`src/rtl/alu_seq_muldiv.sv`:
```
// alu_seq_muldiv: handshaked execute-stage ALU with iterative multiply/divide.
//   Single-cycle ops (AND/OR/ADD/SUB/SLT/NOR/MFHI/MFLO) return one cycle after accept.
//   MULT/MULTU/DIV/DIVU run WIDTH shift-add / restoring shift-subtract iterations
//   on operand magnitudes and return WIDTH+1 cycles after accept. A divide by zero
//   skips iteration and returns two cycles after accept.
// Ports:
//   i_clk, i_rst            clock, async active-high reset
//   i_valid / o_ready       request handshake (accept = i_valid & o_ready)
//   i_data1, i_read2        operand A, register operand B
//   i_Instruction           immediate source (low IMM_WIDTH bits, sign-extended)
//   i_ALUSrc                1: B = immediate, 0: B = i_read2
//   i_ALUcontrol            opcode
//   o_valid                 one-cycle result pulse
//   o_ALUresult, o_Zero     result and result==0
//   o_divzero               divide-by-zero flag, valid with o_valid
//   o_hi, o_lo              HI/LO registers
module alu_seq_muldiv #(
    parameter int unsigned WIDTH     = 32,
    parameter int unsigned IMM_WIDTH = 16
) (
    input  logic             i_clk,
    input  logic             i_rst,
    input  logic             i_valid,
    output logic             o_ready,
    input  logic [WIDTH-1:0] i_data1,
    input  logic [WIDTH-1:0] i_read2,
    input  logic [WIDTH-1:0] i_Instruction,
    input  logic             i_ALUSrc,
    input  logic [3:0]       i_ALUcontrol,
    output logic             o_valid,
    output logic [WIDTH-1:0] o_ALUresult,
    output logic             o_Zero,
    output logic             o_divzero,
    output logic [WIDTH-1:0] o_hi,
    output logic [WIDTH-1:0] o_lo
);

    localparam int unsigned CNT_W = $clog2(WIDTH) + 1;

    localparam logic [3:0] OP_AND  = 4'b0000;
    localparam logic [3:0] OP_OR   = 4'b0001;
    localparam logic [3:0] OP_ADD  = 4'b0010;
    localparam logic [3:0] OP_SUB  = 4'b0110;
    localparam logic [3:0] OP_SLT  = 4'b0111;
    localparam logic [3:0] OP_NOR  = 4'b1100;
    localparam logic [3:0] OP_MFHI = 4'b1101;
    localparam logic [3:0] OP_MFLO = 4'b1110;

    typedef enum logic [1:0] {
        ST_IDLE  = 2'd0,
        ST_BUSY  = 2'd1,
        ST_DZERO = 2'd2
    } state_t;

    state_t state_q, state_d;

    // Architectural / output registers
    logic             valid_q, valid_d;
    logic [WIDTH-1:0] result_q, result_d;
    logic             zero_q, zero_d;
    logic             divzero_q, divzero_d;
    logic [WIDTH-1:0] hi_q, hi_d;
    logic [WIDTH-1:0] lo_q, lo_d;

    // Iteration working registers
    logic [WIDTH-1:0] work_hi_q, work_hi_d;
    logic [WIDTH-1:0] work_lo_q, work_lo_d;
    logic [WIDTH-1:0] opnd_q, opnd_d;      // multiplicand or divisor magnitude
    logic             is_div_q, is_div_d;
    logic             neg_main_q, neg_main_d; // sign of product / quotient
    logic             neg_rem_q, neg_rem_d;   // sign of remainder (sign of A)
    logic [CNT_W-1:0] cnt_q, cnt_d;

    // Request decode
    logic             accept;
    logic [WIDTH-1:0] imm_ext;
    logic [WIDTH-1:0] opb;
    logic             req_mul, req_div, req_signed;
    logic             a_neg, b_neg;
    logic [WIDTH-1:0] a_mag, b_mag;
    logic [WIDTH-1:0] alu_res;
    logic             unused_instr;

    assign unused_instr = ^i_Instruction;

    assign accept     = i_valid & o_ready;
    assign imm_ext    = WIDTH'($signed(i_Instruction[IMM_WIDTH-1:0]));
    assign opb        = i_ALUSrc ? imm_ext : i_read2;
    assign req_mul    = (i_ALUcontrol[3:1] == 3'b100);
    assign req_div    = (i_ALUcontrol[3:1] == 3'b101);
    assign req_signed = ~i_ALUcontrol[0];
    assign a_neg      = req_signed & i_data1[WIDTH-1];
    assign b_neg      = req_signed & opb[WIDTH-1];
    assign a_mag      = a_neg ? -i_data1 : i_data1;
    assign b_mag      = b_neg ? -opb : opb;

    // Single-cycle result
    always_comb begin
        alu_res = '0;
        case (i_ALUcontrol)
            OP_AND:  alu_res = i_data1 & opb;
            OP_OR:   alu_res = i_data1 | opb;
            OP_ADD:  alu_res = i_data1 + opb;
            OP_SUB:  alu_res = i_data1 - opb;
            OP_SLT:  alu_res = {{(WIDTH-1){1'b0}}, ($signed(i_data1) < $signed(opb))};
            OP_NOR:  alu_res = ~(i_data1 | opb);
            OP_MFHI: alu_res = hi_q;
            OP_MFLO: alu_res = lo_q;
            default: alu_res = '0;
        endcase
    end

    // One iteration step plus final sign fix-up
    logic [WIDTH:0]     mul_sum;
    logic [WIDTH:0]     div_shift;
    logic [WIDTH-1:0]   div_diff;
    logic               div_ge;
    logic [WIDTH-1:0]   step_hi, step_lo;
    logic [2*WIDTH-1:0] mul_prod, mul_fixed;
    logic [WIDTH-1:0]   fin_hi, fin_lo;
    logic               last_iter;

    always_comb begin
        mul_sum   = {1'b0, work_hi_q} + {1'b0, (work_lo_q[0] ? opnd_q : '0)};
        div_shift = {work_hi_q, work_lo_q[WIDTH-1]};
        // Only the low WIDTH bits matter: when div_ge the true difference < divisor
        div_diff  = div_shift[WIDTH-1:0] - opnd_q;
        div_ge    = (div_shift >= {1'b0, opnd_q});
        if (is_div_q) begin
            step_hi = div_ge ? div_diff : div_shift[WIDTH-1:0];
            step_lo = {work_lo_q[WIDTH-2:0], div_ge};
        end else begin
            step_hi = mul_sum[WIDTH:1];
            step_lo = {mul_sum[0], work_lo_q[WIDTH-1:1]};
        end
        mul_prod  = {step_hi, step_lo};
        mul_fixed = neg_main_q ? -mul_prod : mul_prod;
        if (is_div_q) begin
            fin_hi = neg_rem_q  ? -step_hi : step_hi;
            fin_lo = neg_main_q ? -step_lo : step_lo;
        end else begin
            fin_hi = mul_fixed[2*WIDTH-1:WIDTH];
            fin_lo = mul_fixed[WIDTH-1:0];
        end
    end

    assign last_iter = (cnt_q == CNT_W'(WIDTH - 1));

    // FSM state register
    always_ff @(posedge i_clk or posedge i_rst) begin
        if (i_rst) state_q <= ST_IDLE;
        else       state_q <= state_d;
    end

    // FSM next state
    always_comb begin
        state_d = state_q;
        case (state_q)
            ST_IDLE: begin
                if (accept && req_mul)      state_d = ST_BUSY;
                else if (accept && req_div) state_d = (opb == '0) ? ST_DZERO : ST_BUSY;
            end
            ST_BUSY:  if (last_iter) state_d = ST_IDLE;
            ST_DZERO: state_d = ST_IDLE;
            default:  state_d = ST_IDLE;
        endcase
    end

    // FSM outputs and datapath next values
    always_comb begin
        o_ready    = (state_q == ST_IDLE);
        valid_d    = 1'b0;
        divzero_d  = 1'b0;
        result_d   = result_q;
        zero_d     = zero_q;
        hi_d       = hi_q;
        lo_d       = lo_q;
        work_hi_d  = work_hi_q;
        work_lo_d  = work_lo_q;
        opnd_d     = opnd_q;
        is_div_d   = is_div_q;
        neg_main_d = neg_main_q;
        neg_rem_d  = neg_rem_q;
        cnt_d      = cnt_q;
        case (state_q)
            ST_IDLE: begin
                if (accept) begin
                    if (req_mul) begin
                        work_hi_d  = '0;
                        work_lo_d  = b_mag;
                        opnd_d     = a_mag;
                        is_div_d   = 1'b0;
                        neg_main_d = a_neg ^ b_neg;
                        neg_rem_d  = 1'b0;
                        cnt_d      = '0;
                    end else if (req_div) begin
                        is_div_d   = 1'b1;
                        neg_main_d = a_neg ^ b_neg;
                        neg_rem_d  = a_neg;
                        cnt_d      = '0;
                        opnd_d     = b_mag;
                        if (opb == '0) begin
                            // Divide-by-zero result staged directly
                            work_hi_d = i_data1;
                            work_lo_d = '1;
                        end else begin
                            work_hi_d = '0;
                            work_lo_d = a_mag;
                        end
                    end else begin
                        valid_d  = 1'b1;
                        result_d = alu_res;
                        zero_d   = (alu_res == '0);
                    end
                end
            end
            ST_BUSY: begin
                work_hi_d = step_hi;
                work_lo_d = step_lo;
                cnt_d     = cnt_q + CNT_W'(1);
                if (last_iter) begin
                    hi_d     = fin_hi;
                    lo_d     = fin_lo;
                    result_d = fin_lo;
                    zero_d   = (fin_lo == '0);
                    valid_d  = 1'b1;
                    cnt_d    = '0;
                end
            end
            ST_DZERO: begin
                hi_d      = work_hi_q;
                lo_d      = work_lo_q;
                result_d  = work_lo_q;
                zero_d    = (work_lo_q == '0);
                valid_d   = 1'b1;
                divzero_d = 1'b1;
            end
            default: ;
        endcase
    end

    // Datapath registers
    always_ff @(posedge i_clk or posedge i_rst) begin
        if (i_rst) begin
            valid_q    <= 1'b0;
            result_q   <= '0;
            zero_q     <= 1'b0;
            divzero_q  <= 1'b0;
            hi_q       <= '0;
            lo_q       <= '0;
            work_hi_q  <= '0;
            work_lo_q  <= '0;
            opnd_q     <= '0;
            is_div_q   <= 1'b0;
            neg_main_q <= 1'b0;
            neg_rem_q  <= 1'b0;
            cnt_q      <= '0;
        end else begin
            valid_q    <= valid_d;
            result_q   <= result_d;
            zero_q     <= zero_d;
            divzero_q  <= divzero_d;
            hi_q       <= hi_d;
            lo_q       <= lo_d;
            work_hi_q  <= work_hi_d;
            work_lo_q  <= work_lo_d;
            opnd_q     <= opnd_d;
            is_div_q   <= is_div_d;
            neg_main_q <= neg_main_d;
            neg_rem_q  <= neg_rem_d;
            cnt_q      <= cnt_d;
        end
    end

    assign o_valid     = valid_q;
    assign o_ALUresult = result_q;
    assign o_Zero      = zero_q;
    assign o_divzero   = divzero_q;
    assign o_hi        = hi_q;
    assign o_lo        = lo_q;

endmodule

```
`config.mk`:
```
export PLATFORM = sky130hd
export DESIGN_NAME = alu_seq_muldiv
export DESIGN_NICKNAME = d
export VERILOG_FILES = /design/src/rtl/alu_seq_muldiv.sv
export SDC_FILE = /design/constraint.sdc
export NUM_CORES = 1
export LEC_CHECK = 0
export ABC_CLOCK_PERIOD_IN_PS = 8600
export CAP_MARGIN = 30
export CORE_MARGIN = 1.5
export CORE_UTILIZATION = 45
export DETAILED_ROUTE_END_ITERATION = 10
export PLACE_DENSITY = 0.75
export SLEW_MARGIN = 10
export SYNTH_ARGS = -nofsm -noshare
export SYNTH_HDL_FRONTEND = slang
export SYNTH_SLANG_ARGS = --single-unit
```
`constraint.sdc`:
```
create_clock -name i_clk -period 8.6 [get_ports i_clk]
set_clock_uncertainty 0.15 [all_clocks]
set_input_delay 2.15 -clock i_clk [delete_from_list [all_inputs] [get_ports i_clk]]
set_output_delay 2.15 -clock i_clk [all_outputs]
set_load 0.02 [all_outputs]
```
* Word-level counts from Yosys, hierarchy flattened
Index checks and enable logic that the tools add are counted.
Operators by class: $lt $le $gt $ge 2, multiplexer cells 60, bitwise gates (word level) 8, add/sub/neg operators 10, reductions and logical operators 17, equal/unequal tests 18
Operators by type and width (count):
- $mux 32 | 26
- $pmux 32 s2 | 4
- $pmux 32 s8 | 1
- $logic_not 32->1 | 4
- $neg 32->32 | 4
- $pmux 32 s3 | 1
- $mux 64 | 1
- $neg 64->64 | 1
- $sub 32x32->32 | 2
- $add 32x32->33 | 1
- $ge 33x32->1 | 1
- $add 32x32->32 | 1
- $and 32x32->32 | 1
- $lt 32x32->1 | 1
- $not 32->32 | 1
- $or 32x32->32 | 1
- $mux 6 | 4
- $mux 1 | 15
- $eq 4x4->1 const B | 3
- $pmux 6 s2 | 1
- $eq 4x3->1 const B | 2
- $mux 2 | 4
- $add 6x1->6 const B | 1
- $eq 3x3->1 const B | 2
- 21 further kinds | 32
Word-level totals: output and inout port bits 100, input bits 104, word-level logic and storage cells 129, register bits after elaboration 206

* Logic depth before layout (Yosys ltp)
word-level depth 9, depth in mapped cells 23, gate-level depth less buffers 18

* Worst setup path after synthesis
Ideal clock, no wire load.
path kind input-to-reg, start point in i_ALUSrc, end point reg zero_q (netlist: o_Zero), arrival 7.048 ns, buffers on the path 5, slack 1.333 ns, stages on the path 23, data required time 8.381 ns, setup time 0.069 ns, cells stage by stage buf_4 -> buf_6 -> buf_6 -> clkbuf_1 -> buf_1 -> mux2i_1 -> inv_1 -> ha_1 -> inv_1 -> fa_1 -> nor2b_1 -> o211ai_1 -> a2111oi_0 -> or3_1 -> a2111oi_0 -> o31a_1 -> nor3_1 -> a2111oi_0 -> nand4_1 -> or4_1 -> nor4_1 -> nand4b_1 -> nand3_1
Between the ends: longest elaborated chain between the ends 9, elaborated cells between the ends (all ways) 13, those cells by class 2 x add/sub; 1 x order compare; 6 x mux; 3 x bitwise; 1 x reduce/logical
Ends and longest elaborated chain:
- from (decl) | RTL line 28 | input logic i_ALUSrc,
- $mux 32 * | RTL line 88 | assign opb = i_ALUSrc ? imm_ext : i_read2;
- branches (longest 2 deep; another with $sub 32x32->32)
- $pmux 32 s8 * | RTL line 100 | case (i_ALUcontrol)
- $logic_not 32->1 * | RTL line 213 | zero_d = (alu_res == '0);
- $mux 1 * | RTL line 196 | end else if (req_div) begin
- $mux 1 * | RTL line 188 | if (req_mul) begin
- $mux 1 * | RTL line 187 | if (accept) begin
- $pmux 1 s3 * | RTL line 185 | case (state_q)
- to (signal assigned) | RTL line 261 | zero_q <= zero_d;
- to (decl) | RTL line 60 | logic zero_q, zero_d;
Every way passes the cells marked *. The select of a mux whose other input is x is not followed. A chain may end at the register's enable or synchronous reset.

* Worst setup path after layout
Same ends and word-level chain as after synthesis.

==> run summary <==
The flow ran to the end, and the final reports show no timing, DRC or antenna violations. The worst setup path is launched from a primary input. Critical path launch point: i_ALUSrc. The number of buffers added on ports is 187, and the area of the placeable core is 52600 µm².

After detailed routing, the number of remaining DRC violations is 0. The first-pass GRT wire length was 156 mm. Counting the buffers created by CTS gives 24. Sorting the synthesized cells by area gives the leading types as sky130_fd_sc_hd__dfrtp_1, sky130_fd_sc_hd__ha_1, sky130_fd_sc_hd__a21oi_1. Total length of routed wires: 107 mm.

After synthesis, the most frequently instantiated cells are sky130_fd_sc_hd__nand2_1, sky130_fd_sc_hd__nor2_1, sky130_fd_sc_hd__a21oi_1. For the number of failing setup endpoints in the final timing report, the log shows 0. The startpoint identified for the worst register-to-register timing path is work_lo_q[31].

Setup total negative slack on the finished layout was measured at 0 ns. The switching share of power works out to 0.549. The tools report the final-report hold violation count as 0. The run gives 0.706 as the combinational share of power. The design draws 9.62 mW.

For the count of pins on the block boundary, the log shows 204. Post-synthesis async set-or-reset flop share: 1.00. The sum of overflow across all layers after global routing is 0, and the largest voltage drop on the vdd net is 319 µV. Setup repair after global routing left no endpoint under its margin. In this run the power spent charging and discharging nets is 5.28 mW. Cell with the most instances after synthesis: sky130_fd_sc_hd__nand2_1. For the worst setup path, the data arrival time is 7.69 ns. The starting density of the core came out at 0.455. Largest area contributor in the synthesized netlist: sky130_fd_sc_hd__dfrtp_1.

The run gives 206 as the number of sinks driven by the clock tree. The routed layout has 27000 vias. The worst register-to-register path ends at o_hi[10]. After detailed routing, the number of vias per cell comes to 6.69. Largest fanout of any net on the critical path: 29. The shortest clock period the worst path allows after layout is 7.33 ns, and the die width is 234 µm. The worst setup path is captured at a flop. The detail route stage leaves a number of antenna-violating nets equal to 0.

Measured in cells, the most critical reg-to-reg path has a length of 15. The layout-stage area growth over the synthesis result works out to 13.2%. The relative contribution of sequential cells to total power was 0.185; the share of the clock period used by the worst path after layout was 0.853. The logs give 0 for the max-slew violation total from the final report and 2.86 ns for the register-to-register path setup slack. The headroom to the max-slew limit is 0.318, and the number of placement rows is 84.

The tightest min-delay check is of the reg2reg type. CTS placed an instance of sky130_fd_sc_hd__clkbuf_16 at the clock tree root. In this run, the number of DRC markers left after iteration 0 of detailed routing was 3958. The first detailed-routing pass ran for 8 iterations.

The wire length per cell after detailed routing came out at 26.4 µm. The power density relative to cell area works out to 355 nW/µm². The internal power of the cells totals 4.34 mW.

Critical path start-end classification: in2reg. For this run, the leading register cell type out of synthesis is sky130_fd_sc_hd__dfrtp_1. The logs give 8.95 ns for the required time of the worst setup path and 1 for the maximum level of the CTS H-tree. In this run the deepest clock path goes through 3 buffers.

The tools report the maximum number of pins on one net before global-route repair as 128. For the pin with the worst max-slew slack, the measured transition is 1.01 ns. For the worst-skew pair, the clock arrives at the later sink with an insertion delay of 0.57 ns. The number of antenna violations at the first check in global routing came out at 5. The tools report the proportion of power drawn by the clock network as 0.109. Max-cap violations in this run came to 0.

Timing would allow up to 136 MHz. Routability-driven placement finished with a final weighted congestion of 1.10. The end-of-flow core utilization is 0.515, and the post-synthesis cell area is 23900 µm². For the number of distinct library cells after synthesis, the log shows 112. After clock tree synthesis, the setup repair step added 0 buffers.

The final layout contains 3601 nets. After technology mapping, the gate count stands at 3274. The share of final-layout standard cells stronger than drive strength 1 came out at 0.0494. The run gives 0 as the number of hold-repair buffers added at the cts stage. Yosys mapped a number of flops with a built-in enable equal to 0. For this run, the number of Yosys warnings is 0. The critical path ends at o_Zero. The clock-pin slew on the worst setup and hold paths was 0.06 ns; the static leakage was 11.2 nW. The net count after synthesis was 3550; the total die area was 54600 µm². The number of global-route vias before repair is 24100, and the post-cts repair resize count is 0. The detailed placer's ending HPWL is 82.7 mm.

The combined global-route utilization of all metal layers came out at 0.381. Synthesis inferred 206 register bits. The tightest hold path in the finished design has a slack of 0.328 ns. Register area share after synthesis: 0.215. In this run the vertical extent of the chip is 234 µm. The portion of synthesized cell area occupied by the leading cell type was 0.215; the synthesized area per cell was 7.31 µm². TritonCTS built the clock tree.
==> cells by family after synthesis <==
group	synth area share
simple gates	0.226
compound gates	0.303
buf+inv	0.0628
flops	0.215
xor+xnor	0.0633
fa+ha+maj	0.0912
mux	0.0374
==> power groups by stage <==
stage | logic [mW] | registers (mW) | clock network, mW
floorplan | 4.86 | 1.58 | 0
global placement | 6.48 | 1.75 | 0
detailed placement | 6.55 | 1.76 | 0
CTS | 6.59 | 1.75 | 1.05
global route | 7.36 | 1.79 | 1.10
finish | 6.79 | 1.78 | 1.05
==> worst max-delay path, cell delays in order <==
cell and delay, ns:
sky130_fd_sc_hd__buf_2 0.50, sky130_fd_sc_hd__buf_4 0.31, sky130_fd_sc_hd__mux2i_1 0.39, sky130_fd_sc_hd__ha_1 0.42, sky130_fd_sc_hd__or3_1 0.47, sky130_fd_sc_hd__a2111oi_0 0.69, sky130_fd_sc_hd__or3_1 0.33, sky130_fd_sc_hd__a2111oi_0 0.18
sky130_fd_sc_hd__nor4_1 0.28, sky130_fd_sc_hd__nor3_1 0.15, sky130_fd_sc_hd__a2111oi_0 0.55, sky130_fd_sc_hd__nand4_1 0.32, sky130_fd_sc_hd__or4_1 0.49, sky130_fd_sc_hd__nor4_1 0.23, sky130_fd_sc_hd__nand4b_1 0.13, sky130_fd_sc_hd__nand3_1 0.08
==> state kept, by name, summed over array words and instances (netlist names) <==
name / flops
work_lo_q: 32
work_hi_q: 32
cnt_q: 6
o_divzero: 1
o_valid: 1
opnd_q: 32
neg_main_q: 1
state_q: 2
o_hi: 32
o_Zero: 1
o_ALUresult: 32
is_div_q: 1
neg_rem_q: 1
o_lo: 32
==> layout by cell type, fill, tap and decap left out, types with 56 or more instances in the layout <==
master,synthesis,routed
sky130_fd_sc_hd__a21oi_1,268,267
sky130_fd_sc_hd__and2_1,56,56
sky130_fd_sc_hd__clkdlybuf4s50_1,0,186
sky130_fd_sc_hd__dfrtp_1,206,205
sky130_fd_sc_hd__ha_1,168,166
sky130_fd_sc_hd__inv_1,161,160
sky130_fd_sc_hd__mux2i_1,78,78
sky130_fd_sc_hd__nand2_1,356,355
sky130_fd_sc_hd__nand3_1,75,75
sky130_fd_sc_hd__nor2_1,344,344
sky130_fd_sc_hd__nor3_1,99,99
sky130_fd_sc_hd__o211ai_1,68,68
sky130_fd_sc_hd__o21ai_0,261,261
sky130_fd_sc_hd__xnor2_1,124,124
==> metal layers <==
layer | routed length (µm) | part of all wire | vias up | GRT usage
met1 | 40800 | 0.38 | 12700 | 0.504
met4 | 7390 | 0.069 | 6 | 0.204
li1 | - | - | 12000 | -
met2 | 44200 | 0.41 | 1934 | 0.556
met3 | 14100 | 0.13 | 403 | 0.110
met5 | 42 | 0.00039 | - | 0
==> per-stage QoR <==
stage / cell area [µm²] / instances / setup WS (ns)
global route: 27100 / 4032 / 0.992
finish: 27100 / 4035 / 1.27
CTS: 27000 / 4029 / 1.43
floorplan: 23900 / 3274 / 0.676
global placement: 26200 / 3983 / 0.842
detailed placement: 26200 / 3985 / 0.865
==> cell type report <==
| cell class | instances | area (µm²) |
|---|---|---|
| fill | 5249 | 25500 |
| multi-input combinational | 2691 | 17400 |
| sequential | 206 | 5160 |
| timing repair buffer | 240 | 2280 |
| tap | 688 | 861 |
| clock buffer | 32 | 681 |
| inverter | 162 | 616 |
| clock inverter | 12 | 119 |
| antenna | 4 | 10.0 |
==> worst min-delay path by stage <==
stage,from,to,slack (ns),cells after the start
2_1_floorplan,opnd_q[0],opnd_q[0],0.32,2
3_3_place_gp,o_ALUresult[23],o_ALUresult[23],0.31,2
3_5_place_dp,o_ALUresult[6],o_ALUresult[6],0.32,2
4_1_cts,o_ALUresult[6],o_ALUresult[6],0.33,2
5_1_grt,o_ALUresult[9],o_ALUresult[9],0.36,2
6_report,o_ALUresult[6],o_ALUresult[6],0.33,2
No activity file was read; power rests on OpenSTA's default activity.
